$ cat src/rtl/morse_transmitter_if.sv
// ---------------------------------------------------------------------------
// morse_transmitter_if
// Groups the rate-divider tick, the send request and the LED/status outputs
// of the Morse transmitter into one bundle.
//   Enable  : one-cycle unit tick from the rate divider
//   Start   : request to send a letter
//   Letter  : letter select, 0=A .. 7=H
//   Repeat  : (only with MORSE_REPEAT_EN) resend the latched letter
//   LedOut  : Morse output, 1 = lit
//   Busy    : letter or gap in progress
//   Done    : one-cycle pulse at the end of the gap
// Modports: master = requester/bench side, slave = transmitter side.
// Optional feature macro: MORSE_REPEAT_EN.
// ---------------------------------------------------------------------------
interface morse_transmitter_if;
  logic       Enable;
  logic       Start;
  logic [2:0] Letter;
`ifdef MORSE_REPEAT_EN
  logic       Repeat;
`endif
  logic       LedOut;
  logic       Busy;
  logic       Done;

`ifdef MORSE_REPEAT_EN
  modport master (output Enable, Start, Letter, Repeat, input LedOut, Busy, Done);
  modport slave  (input Enable, Start, Letter, Repeat, output LedOut, Busy, Done);
`else
  modport master (output Enable, Start, Letter, input LedOut, Busy, Done);
  modport slave  (input Enable, Start, Letter, output LedOut, Busy, Done);
`endif
endinterface

$ cat src/rtl/morse_transmitter.sv
// ---------------------------------------------------------------------------
// morse_transmitter
// Serialises the Morse pattern of a letter A..H onto one LED, one pattern bit
// per Enable tick (MSB first), then holds the LED dark for GAP_UNITS ticks and
// pulses Done. All outputs are registered.
// Ports:
//   i_ClockIn : system clock, posedge
//   i_Reset   : synchronous, active-high reset
//   bus       : morse_transmitter_if.slave (Enable, Start, Letter, [Repeat],
//               LedOut, Busy, Done)
// Parameter: GAP_UNITS (1..7) dark units appended after the pattern.
// Optional feature macro: MORSE_REPEAT_EN adds Repeat; when high at the end
// of a gap the latched letter is resent instead of finishing.
// ---------------------------------------------------------------------------
module morse_transmitter #(
  parameter int GAP_UNITS = 3
) (
  input logic                  i_ClockIn,
  input logic                  i_Reset,
  morse_transmitter_if.slave   bus
);

  typedef enum logic [1:0] {
    IDLE = 2'd0,
    SEND = 2'd1,
    GAP  = 2'd2
  } state_t;

  state_t      r_state;
  logic [11:0] r_shift;
  logic [3:0]  r_bits_left;
  logic [2:0]  r_gap_left;
  logic [2:0]  r_letter;
  logic        r_led;
  logic        r_busy;
  logic        r_done;
  logic        w_repeat;

  // Patterns held left-aligned so the next bit is always r_shift[11].
  function automatic logic [11:0] f_pattern(input logic [2:0] letter);
    logic [11:0] pat;
    case (letter)
      3'd0:    pat = 12'b1011_1000_0000; // A 10111
      3'd1:    pat = 12'b1110_1010_1000; // B 111010101
      3'd2:    pat = 12'b1110_1011_1010; // C 11101011101
      3'd3:    pat = 12'b1110_1010_0000; // D 1110101
      3'd4:    pat = 12'b1000_0000_0000; // E 1
      3'd5:    pat = 12'b1010_1110_1000; // F 101011101
      3'd6:    pat = 12'b1110_1110_1000; // G 111011101
      3'd7:    pat = 12'b1010_1010_0000; // H 1010101
      default: pat = 12'b0000_0000_0000;
    endcase
    return pat;
  endfunction

  function automatic logic [3:0] f_length(input logic [2:0] letter);
    logic [3:0] len;
    case (letter)
      3'd0:    len = 4'd5;
      3'd1:    len = 4'd9;
      3'd2:    len = 4'd11;
      3'd3:    len = 4'd7;
      3'd4:    len = 4'd1;
      3'd5:    len = 4'd9;
      3'd6:    len = 4'd9;
      3'd7:    len = 4'd7;
      default: len = 4'd0;
    endcase
    return len;
  endfunction

`ifdef MORSE_REPEAT_EN
  assign w_repeat = bus.Repeat;
`else
  assign w_repeat = 1'b0;
`endif

  assign bus.LedOut = r_led;
  assign bus.Busy   = r_busy;
  assign bus.Done   = r_done;

  // Transmit FSM: pattern shift-out, gap countdown and status outputs.
  always_ff @(posedge i_ClockIn) begin
    if (i_Reset) begin
      r_state     <= IDLE;
      r_shift     <= 12'd0;
      r_bits_left <= 4'd0;
      r_gap_left  <= 3'd0;
      r_letter    <= 3'd0;
      r_led       <= 1'b0;
      r_busy      <= 1'b0;
      r_done      <= 1'b0;
    end else begin
      r_done <= 1'b0;
      case (r_state)
        IDLE: begin
          r_led <= 1'b0;
          // An Enable in the accepting cycle is deliberately not consumed.
          if (bus.Start) begin
            r_shift     <= f_pattern(bus.Letter);
            r_bits_left <= f_length(bus.Letter);
            r_letter    <= bus.Letter;
            r_busy      <= 1'b1;
            r_state     <= SEND;
          end
        end
        SEND: begin
          if (bus.Enable) begin
            if (r_bits_left != 4'd0) begin
              r_led       <= r_shift[11];
              r_shift     <= {r_shift[10:0], 1'b0};
              r_bits_left <= r_bits_left - 4'd1;
            end else begin
              // The tick after the last bit is the first dark gap unit.
              r_led      <= 1'b0;
              r_gap_left <= 3'(GAP_UNITS);
              r_state    <= GAP;
            end
          end
        end
        GAP: begin
          if (bus.Enable) begin
            if (r_gap_left > 3'd1) begin
              r_gap_left <= r_gap_left - 3'd1;
            end else if (w_repeat) begin
              r_shift     <= f_pattern(r_letter);
              r_bits_left <= f_length(r_letter);
              r_state     <= SEND;
            end else begin
              r_state <= IDLE;
              r_done  <= 1'b1;
              r_busy  <= 1'b0;
            end
          end
        end
        default: begin
          r_state <= IDLE;
          r_led   <= 1'b0;
          r_busy  <= 1'b0;
        end
      endcase
    end
  end

endmodule

$ cat src/flat_wrapper.sv
// flat-port wrapper written by rule: the top's interface ports become plain ports
module morse_transmitter_flat 
#(
  parameter int GAP_UNITS = 3
)
  (i_ClockIn, i_Reset, bus_Enable, bus_Start, bus_Letter, bus_LedOut, bus_Busy, bus_Done);
  morse_transmitter_if bus_i ();
  input logic i_ClockIn;
  input logic i_Reset;
  input wire logic [$bits(bus_i.Enable)-1:0] bus_Enable;
  input wire logic [$bits(bus_i.Start)-1:0] bus_Start;
  input wire logic [$bits(bus_i.Letter)-1:0] bus_Letter;
  output wire logic [$bits(bus_i.LedOut)-1:0] bus_LedOut;
  output wire logic [$bits(bus_i.Busy)-1:0] bus_Busy;
  output wire logic [$bits(bus_i.Done)-1:0] bus_Done;
  assign bus_i.Enable = bus_Enable;
  assign bus_i.Start = bus_Start;
  assign bus_i.Letter = bus_Letter;
  assign bus_LedOut = bus_i.LedOut;
  assign bus_Busy = bus_i.Busy;
  assign bus_Done = bus_i.Done;
  morse_transmitter #(.GAP_UNITS(GAP_UNITS)) u_core (.i_ClockIn(i_ClockIn), .i_Reset(i_Reset), .bus(bus_i));
endmodule
$ cat config.mk
export PLATFORM = sky130hd
export DESIGN_NAME = morse_transmitter_flat
export DESIGN_NICKNAME = d
export VERILOG_FILES = /design/src/rtl/morse_transmitter_if.sv /design/src/rtl/morse_transmitter.sv /design/src/flat_wrapper.sv
export SDC_FILE = /design/constraint.sdc
export NUM_CORES = 1
export LEC_CHECK = 0
export ABC_AREA = 1
export CAP_MARGIN = 20
export CORE_MARGIN = 3
export CORE_UTILIZATION = 50
export CTS_CLUSTER_SIZE = 12
export DETAILED_ROUTE_END_ITERATION = 12
export PLACE_DENSITY = 0.7
export SLEW_MARGIN = 20
export SYNTH_ARGS = -nofsm -noshare
export SYNTH_HDL_FRONTEND = slang
export SYNTH_SLANG_ARGS = --single-unit
$ cat constraint.sdc
create_clock -name i_ClockIn -period 2 [get_ports i_ClockIn]
set_input_delay 0.3 -clock i_ClockIn [delete_from_list [all_inputs] [get_ports i_ClockIn]]
set_output_delay 0.3 -clock i_ClockIn [all_outputs]
set_load 0.01 [all_outputs]
# After elaboration in Yosys (flattened, before gate mapping)
# Memories as Yosys holds them, arrays and structs flattened.
# Cells that the tools add are included.
# word_totals
out_inout_bits,3
rom_bits,96
reg_bits,24
latchBits,0
n_memories,2
word_cells,61
mem_bits_rw,0
# op_classes
bitwise_logic,3
eq_ne,9
mul,0
add_sub_neg,2
shift,0
muxes,27
magnitude_cmp,1
div_mod_pow,0
reduce_logical,10
# mem_list
name,words,word_bits,rd,rd_clocked_by_memory_dff,write_ports,line_no,text
(name not given),8,9,1,0,0,morse_transmitter.sv:42,case (letter)
(name not given),8,3,1,0,0,morse_transmitter.sv:58,case (letter)
# op_table
operator,count
$mux 12,3
$pmux 12 s2,1
$mux 3,4
$mux 4,3
$mux 2,5
$ne 2x2->1 const B,5
$reduce_and 5->1,2
$pmux 4 s2,1
$reduce_and 4->1,2
$mux 1,6
$pmux 2 s3,1
$pmux 3 s2,1
$ne 2x1->1 const B,2
$reduce_bool 2->1,2
$reduce_bool 4->1,1
$sub 4x1->4 const B,1
$gt 3x1->1 const B,1
$not 1->1,3
$pmux 1 s3,1
$reduce_or 3->1,1
$sub 3x1->3 const B,1
$eq 2x1->1 const B,1
$eq 2x2->1 const B,1
$logic_not 2->1,1
other kinds (2),2

# Longest topological paths before layout
# Gate-level depths: netlist (run 1).
# depth
depth_word,4
ltp_mapped,10
ltp_nobuf,10

# Worst setup path before layout (run 1)
# No wires, ideal clock.
# synth_path
path_type,register to register
start,register u_core.r_bits_left[0]
end,register u_core.r_shift[7]
path_stages_with_launch,10
period_less_slack_ns,1.364
t_arrival_ns,1.248
setup_ns,0.116
path_buffers,1
path_slack_ns,0.636
cell_sequence,dfxtp_1 > inv_1 > ha_1 > nand2_1 > inv_1 > nand2_1 > nand2_4 > buf_6 > o21ai_0 > nor2_1
# synth_between
elab_chain_len,3
# synth_lines
element,line_no,text
"start, declared",morse_transmitter.sv:31,logic [3:0] r_bits_left;
"start signal, assigned",morse_transmitter.sv:101,r_bits_left <= f_length(bus.Letter);
"start signal, assigned",morse_transmitter.sv:112,r_bits_left <= r_bits_left - 4'd1;
"start signal, assigned",morse_transmitter.sv:127,r_bits_left <= f_length(r_letter);
$reduce_bool 4->1,morse_transmitter.sv:109,if (r_bits_left != 4'd0) begin
$ne 2x1->1 (no source line),-,
$reduce_and 4->1 (no source line),-,
"end signal, assigned",morse_transmitter.sv:100,r_shift <= f_pattern(bus.Letter);
"end signal, assigned",morse_transmitter.sv:111,"r_shift <= {r_shift[10:0], 1'b0};"
"end signal, assigned",morse_transmitter.sv:126,r_shift <= f_pattern(r_letter);
"end, declared",morse_transmitter.sv:30,logic [11:0] r_shift;
# No other way between the ends.
# A chain may end at the register's enable or synchronous reset.

# Final worst setup path (run 1)
# layout_path
start,register u_core.r_bits_left[0]
end,register u_core.r_shift[8]
# The elaborated chain is that of the path after synthesis.

==> flow_summary_export.csv, run 1 <==
group,metric,value,unit
finish,layout_commonest_cell,"nand2_1",
detailed_routing,drt_iter0_markers,24,
logic_synthesis,netlist_top_cells_area,"dfxtp_1 36%, nand2_1 15%, nor2_1 10%, inv_1 7.6%, ha_1 6.9%",
clock_tree,clockBufferDepth,2,
floorplanning,initial_core_util,0.5510,
global_routing,grt_pass1_wl,4726,microns
logic_synthesis,async_flop_share,0,
worst_setup_path,cp-end-kind,"flop",
timing,timing.slew.headroom,0.6968,
finish,n_antenna_cell,0,
place,place_area,1373,sq um
logic_synthesis,syn-num-nets,209,
logic_synthesis,ys_types,22,
worst_setup_path,rrSetupSlack,0.40,ns
finish,area_delta_synth_final,9.598,%
floorplanning,die_area,3197,sq um
clock_tree,cts_tree,"built",
timing,finalWorstPathRequiredPeriod,1.600,ns
finish,final_nets,220,
worst_hold_path,whs_path_depth,2,
worst_setup_path,reg2reg_from,"u_core.r_bits_left[0]",
outcome,status,"finished, final reports clean",
logic_synthesis,synth_cells,195,
run,maxCapViolations,0,
clock_tree,clock_latency,0.31,ns
worst_hold_path,worstHoldEndpoint,"u_core.bus.Busy",
logic_synthesis,ys_ff_latch,23,
logic_synthesis,synth.cell_area,1277,sq um
clock_tree,cts_resized,0,
worst_setup_path,crit_family,"simple AND/OR/NAND/NOR gates",
worst_setup_path,startpoint_type,"flop",
detailed_routing,finalWirelength,2751,microns
power_and_ir_drop,clock_power_share,0.192,
worst_setup_path,worstPathArrival,1.82,ns
power_and_ir_drop,leakage,0.6724,nW
finish,fin_area,1400,sq um
floorplanning,die_h,56.55,microns
clock_tree,cts_hold_buf,0,
global_routing,grt_usage,0.1856,
power_and_ir_drop,switching_power,413.2,uW
detailed_routing,wire_per_inst,11.81,microns
timing,rsz0062_at_grt,"no",
detailed_routing,avgViaCountPerCell,5.137,
floorplanning,die_w,56.55,microns
power_and_ir_drop,p_sw_frac,0.3639,
logic_synthesis,yosysWarnings,0,
detailed_routing,drc,0,
worst_hold_path,hold_start,"u_core.bus.Busy",
worst_setup_path,rr_worst_depth,10,
timing,tightest_slew,0.4543,ns
logic_synthesis,ys_seq_area_frac,0.3604,
detailed_routing,firstDrtPassIters,5,
worst_setup_path,crit_buf_inv,3,
power_and_ir_drop,seqPwrFrac,0.485,
clock_tree,cts-buffers-inserted,3,
clock_tree,cts_root_buf,"clkbuf_4",
worst_setup_path,crit_required,2.22,ns
logic_synthesis,avgSynthCellArea,6.551,sq um
logic_synthesis,synth_ff_type,"dfxtp_1",
power_and_ir_drop,power_density,811.0,nW/um^2
worst_setup_path,critPathSlowestCell,"dfxtp_1",
worst_setup_path,path_class,"flop to flop",
global_routing,overflow,0,
power_and_ir_drop,ir_drop,0.0004389,V
place,place.gp.congestion,0.8922,
global_routing,antenna_found_initial,0,
clock_tree,post_cts_buffers,0,
clock_tree,path_clk_slew,0.13,ns
logic_synthesis,synth_edf_count,0,
timing,slew_viol_final,0,
place,place.detailed.hpwl,2063,microns
finish,mostFrequentLayoutCells,"50 x nand2_1, 34 x nor2_1, 26 x inv_1",
logic_synthesis,yosys.area.top_type_share,0.3604,
global_routing,first_global_vias,1141,
finish,drive_gt1_frac,0.05366,
power_and_ir_drop,comb_power_share,0.323,
floorplanning,coreArea,2318,sq um
logic_synthesis,synth_largest_area_cell,"dfxtp_1",
detailed_routing,ant_nets,0,
finish,fin_util,0.6039,
timing,final.setup.tns,0,ns
worst_setup_path,path_common_cell,"nand2_1",
floorplanning,placementRows,17,
clock_tree,h-tree-depth,1,
worst_setup_path,path_cells,"inv_1, ha_1, nand2_1, inv_1, nand2_1, nand2_4, inv_2, nand2_1, nand2_1, nor2_1",
detailed_routing,num_vias,1197,
clock_tree,cts_sinks,23,
worst_setup_path,r2r_end,"u_core.r_shift[8]",
worst_setup_path,cp_max_fo,18,
worst_setup_path,max_stage_delay,0.33,ns
place,portBuffers,9,
timing,finClkSkew,0.005543,ns
timing,finalCritPeriodShare,0.8000,
finish,n_fill_cell,235,
timing,setup_viol,0,
timing,clock.fmax,0.6250,GHz
timing,hold_viol_final,0,
power_and_ir_drop,p_total,1.135,mW
worst_hold_path,hold_class,"flop to flop",
global_routing,grt_max_degree,19,
floorplanning,io-pin-count,10,
power_and_ir_drop,internal_power,722.3,uW
[per-layer routing]
metal  GRT usage  part of all wire
met4     0.08136             0.011
met1      0.2601              0.52
met3     0.02989             0.020
met2      0.2772              0.45
met5           0                 0
[how the worst max path moves through the flow]
stage | from | cells past startpoint | end | slack (ns)
after floorplan | u_core.r_bits_left[0] | 9 | u_core.r_shift[7] | 0.64
after global routing | u_core.r_bits_left[0] | 9 | u_core.r_state[0] | 0.20
after detailed placement | bus_Enable | 10 | u_core.r_shift[8] | 0.11
after global placement | bus_Enable | 10 | u_core.r_shift[8] | 0.13
final | u_core.r_bits_left[0] | 10 | u_core.r_shift[8] | 0.40
after CTS | u_core.r_bits_left[0] | 10 | u_core.r_shift[8] | 0.39
[registers in the layout (all words and copies together), names as in the netlist]
signal,count
u_core.r_shift,11
u_core.r_bits_left,4
u_core.r_gap_left,3
u_core.r_state,2
u_core.bus.Busy,1
u_core.bus.Done,1
u_core.bus.LedOut,1
[power groups by stage]
stage                     logic, mW  clock network (mW)  registers, mW
after floorplan               0.291                   0          0.555
final                         0.367               0.218          0.550
after CTS                     0.368               0.230          0.550
after global routing          0.423               0.253          0.557
after global placement        0.356                   0          0.558
after detailed placement      0.366                   0          0.560
[worst min-delay path, stage by stage, from the launching register on]
cell and delay [ns]:
dfxtp_1 0.33, o21ai_0 0.06, a21oi_1 0.06
[cell usage after synthesis, types with 2 or more instances]
master and count:
dfxtp_1 23, ha_1 7, o211ai_1 2, a21oi_1 10
buf_6 2, nor2_1 34, nor2_2 2, o21ai_0 16
nand2_1 50, inv_1 26, nand3_1 11, nand4_1 2
[layout make-up]
type	instances	area [sq um]	share of cell area
clock buffer	3	22.52	0.01609
sequential	23	460.4	0.3289
clock inverter	1	5.005	0.003575
timing repair buffer	11	105.1	0.07507
tap	28	35.03	0.02502
inverter	27	101.3	0.07239
multi-input combinational	140	670.6	0.4790
[kinds of logic (layout without fill, tap and decap cells)]
logic type               Yosys count  count (layout)  synth area share
AND/OR/NAND/NOR                  102             102            0.3271
AO/OA/AOI/OAI                     31              31            0.1293
adder cells (fa/ha/maj)            7               7           0.06856
flip-flops                        23              23            0.3604
buffers and inverters             32              42            0.1146
[metrics by stage]
stage / worst slack, ns / hold slack (ns) / cells
floorplan: 0.6362 / 0.4363 / 195
global placement: 0.1291 / 0.4545 / 229
detailed placement: 0.1106 / 0.4620 / 229
CTS: 0.3873 / 0.4904 / 233
global route: 0.2021 / 0.5018 / 233
finish: 0.4001 / 0.4852 / 233
(Power assumes the default switching activity.)
==> run 2, diff against run 1 <==
==> constraint.sdc (replaced) <==
create_clock -name i_ClockIn -period 1.5 [get_ports i_ClockIn]
set_input_delay 0.225 -clock i_ClockIn [delete_from_list [all_inputs] [get_ports i_ClockIn]]
set_output_delay 0.225 -clock i_ClockIn [all_outputs]
set_load 0.01 [all_outputs]
==> run 2 against run 1 <==
  * Worst setup slack worse by 0.32 ns
  * First-iteration DRC count up 33%
  * Hold slack worse by 0.014 ns
  * Sequential power up 34%
  * Global-route usage up 0.88 points
  * Non-clock buffer count up 18
  * Design area up 12%
  * Clock skew down 0.0031 ns
  * Register-to-register slack worse by 0.28 ns
  * Critical path depth down 9
  * Power up 43%
  * Via count up 5.3%
  * Critical path type is now flop to primary output
  * Largest power group unchanged
  * Highest routed layer unchanged
==> flow_summary_export.csv, run 2 (synthesized netlist as in run 1, its figures left out) <==
group,metric,value,unit
worst_hold_path,hold_class,"flop to flop",
global_routing,grt_usage,0.1944,
floorplanning,die_area,3197,sq um
clock_tree,h-tree-depth,1,
finish,layout_commonest_cell,"nand2_1",
global_routing,grt_max_degree,14,
place,portBuffers,9,
timing,finalCritPeriodShare,0.9438,
global_routing,grt_pass1_wl,4912,microns
worst_setup_path,path_class,"flop to primary output",
clock_tree,path_clk_slew,0.13,ns
worst_setup_path,cp-end-kind,"primary output",
detailed_routing,drt_iter0_markers,32,
floorplanning,die_w,56.55,microns
finish,largest_reg_flops,11,
worst_setup_path,path_cells,"clkdlybuf4s50_1",
global_routing,overflow,0,
detailed_routing,ant_nets,0,
timing,hold_viol_final,0,
power_and_ir_drop,ir_drop,0.0009352,V
detailed_routing,m1WireLength,1357,microns
detailed_routing,met2WireLength,1310,microns
floorplanning,initial_core_util,0.5510,
worst_setup_path,cp_max_fo,2,
floorplanning,die_h,56.55,microns
finish,final_nets,238,
global_routing,antenna_found_initial,0,
worst_setup_path,crit_required,1.27,ns
worst_setup_path,crit_family,"buffers and inverters",
timing,setup_viol,0,
power_and_ir_drop,leakage,0.7784,nW
outcome,status,"finished, final reports clean",
clock_tree,cts_root_buf,"clkbuf_4",
finish,instances_no_fill,251,
finish,largest_register,"u_core.r_shift",
global_routing,first_global_vias,1151,
detailed_routing,drc,0,
clock_tree,cts-buffers-inserted,3,
power_and_ir_drop,power_density,1032,nW/um^2
place,place.detailed.hpwl,2137,microns
timing,finalWorstPathRequiredPeriod,1.416,ns
clock_tree,cts_sinks,23,
timing,timing.slew.headroom,0.7334,
clock_tree,clockBufferDepth,2,
finish,drive_gt1_frac,0.1659,
detailed_routing,finalWirelength,2807,microns
timing,rsz0062_at_grt,"no",
finish,mostFrequentLayoutCells,"46 x nand2_1, 33 x nor2_1, 26 x inv_1",
finish,fin_util,0.6773,
finish,area_delta_synth_final,22.92,%
finish,n_antenna_cell,0,
detailed_routing,avgViaCountPerCell,5.024,
finish,reg.largest.list,"u_core.r_shift (11), u_core.r_bits_left (4), u_core.r_gap_left (3)",
timing,slew_viol_final,0,
clock_tree,post_cts_buffers,0,
clock_tree,clock_latency,0.31,ns
floorplanning,placementRows,17,
place,place_inst,247,
worst_setup_path,worstPathArrival,1.19,ns
detailed_routing,top_layer,"met4",
clock_tree,cts_hold_buf,0,
floorplanning,io-pin-count,10,
floorplanning,coreArea,2318,sq um
detailed_routing,num_vias,1261,
timing,tightest_slew,0.3995,ns
detailed_routing,wl_met3,112,microns
timing,finClkSkew,0.002439,ns
detailed_routing,firstDrtPassIters,4,
clock_tree,cts_resized,0,
timing,clock.fmax,0.7063,GHz
worst_setup_path,crit_buf_inv,1,
clock_tree,cts_tree,"built",
worst_setup_path,critPathSlowestCell,"clkdlybuf4s50_1",
run,maxCapViolations,0,
worst_setup_path,max_stage_delay,0.53,ns
detailed_routing,wire_per_inst,11.18,microns
place,place.gp.congestion,0.8440,
worst_setup_path,startpoint_type,"flop",
## run 2: cell count changes in the layout (fill, tap and decap cells not counted), moves of 2 or more
cell and delta:
dfxtp_1 -2, nand2_2 +4, buf_4 +18, nor2_4 +2, nand2_1 -4
## run 2: tightest hold or removal path: stages (launching register included)
cell and delay (ns):
dfxtp_1 0.33, nand2_1 0.06, a21oi_1 0.05
## run 2: layer usage
layer / vias to the layer above / GRT usage
li1: 671 / -
met1: 564 / 0.2711
met2: 22 / 0.3069
met3: 4 / 0.04368
met4: 0 / 0.03729
met5: - / 0
## run 2: final timing paths
kind,start,to,slack [ns],cells after the start
worst max-delay path,u_core.bus.Busy,bus_Busy,0.08,1
worst min-delay path,u_core.r_shift[1],u_core.r_shift[1],0.47,2
worst min register to register,u_core.r_shift[1],u_core.r_shift[1],0.47,2
worst max register to register,u_core.r_bits_left[1],u_core.r_bits_left[1],0.12,10
## run 2: power breakdown
| group | internal, mW | switching [mW] | leakage [nW] |
|---|---|---|---|
| Clock | 0.0996 | 0.188 | 0.0177 |
| Sequential | 0.694 | 0.0449 | 0.191 |
| Combinational | 0.248 | 0.345 | 0.570 |
| Total | 1.04 | 0.578 | 0.778 |
## run 2: cell type report
type | instances | area (sq um)
well taps | 28 | 35.03
clock buffers | 3 | 22.52
clock inverters | 1 | 5.005
fillers | 234 | 748.2
multi-input cells | 140 | 695.7
flip-flops and latches | 23 | 465.4
inverters | 27 | 103.9
repair buffers | 29 | 242.7
## run 2: metrics by stage
| step | worst slack (ns) | hold slack (ns) | power, mW | instance area [sq um] | TNS, ns |
|---|---|---|---|---|---|
| 5_1_grt | 0.002254 | 0.4959 | 1.759 | 1570 | 0 |
| 3_3_place_gp | -0.1577 | 0.4496 | 1.301 | 1508 | -1.249 |
| 2_1_floorplan | 0.1362 | 0.3667 | 1.128 | 1277 | 0 |
| 3_5_place_dp | -0.2009 | 0.4570 | 1.316 | 1508 | -1.576 |
| 6_report | 0.08426 | 0.4709 | 1.620 | 1570 | 0 |
| 4_1_cts | 0.01995 | 0.4736 | 1.604 | 1535 | 0 |
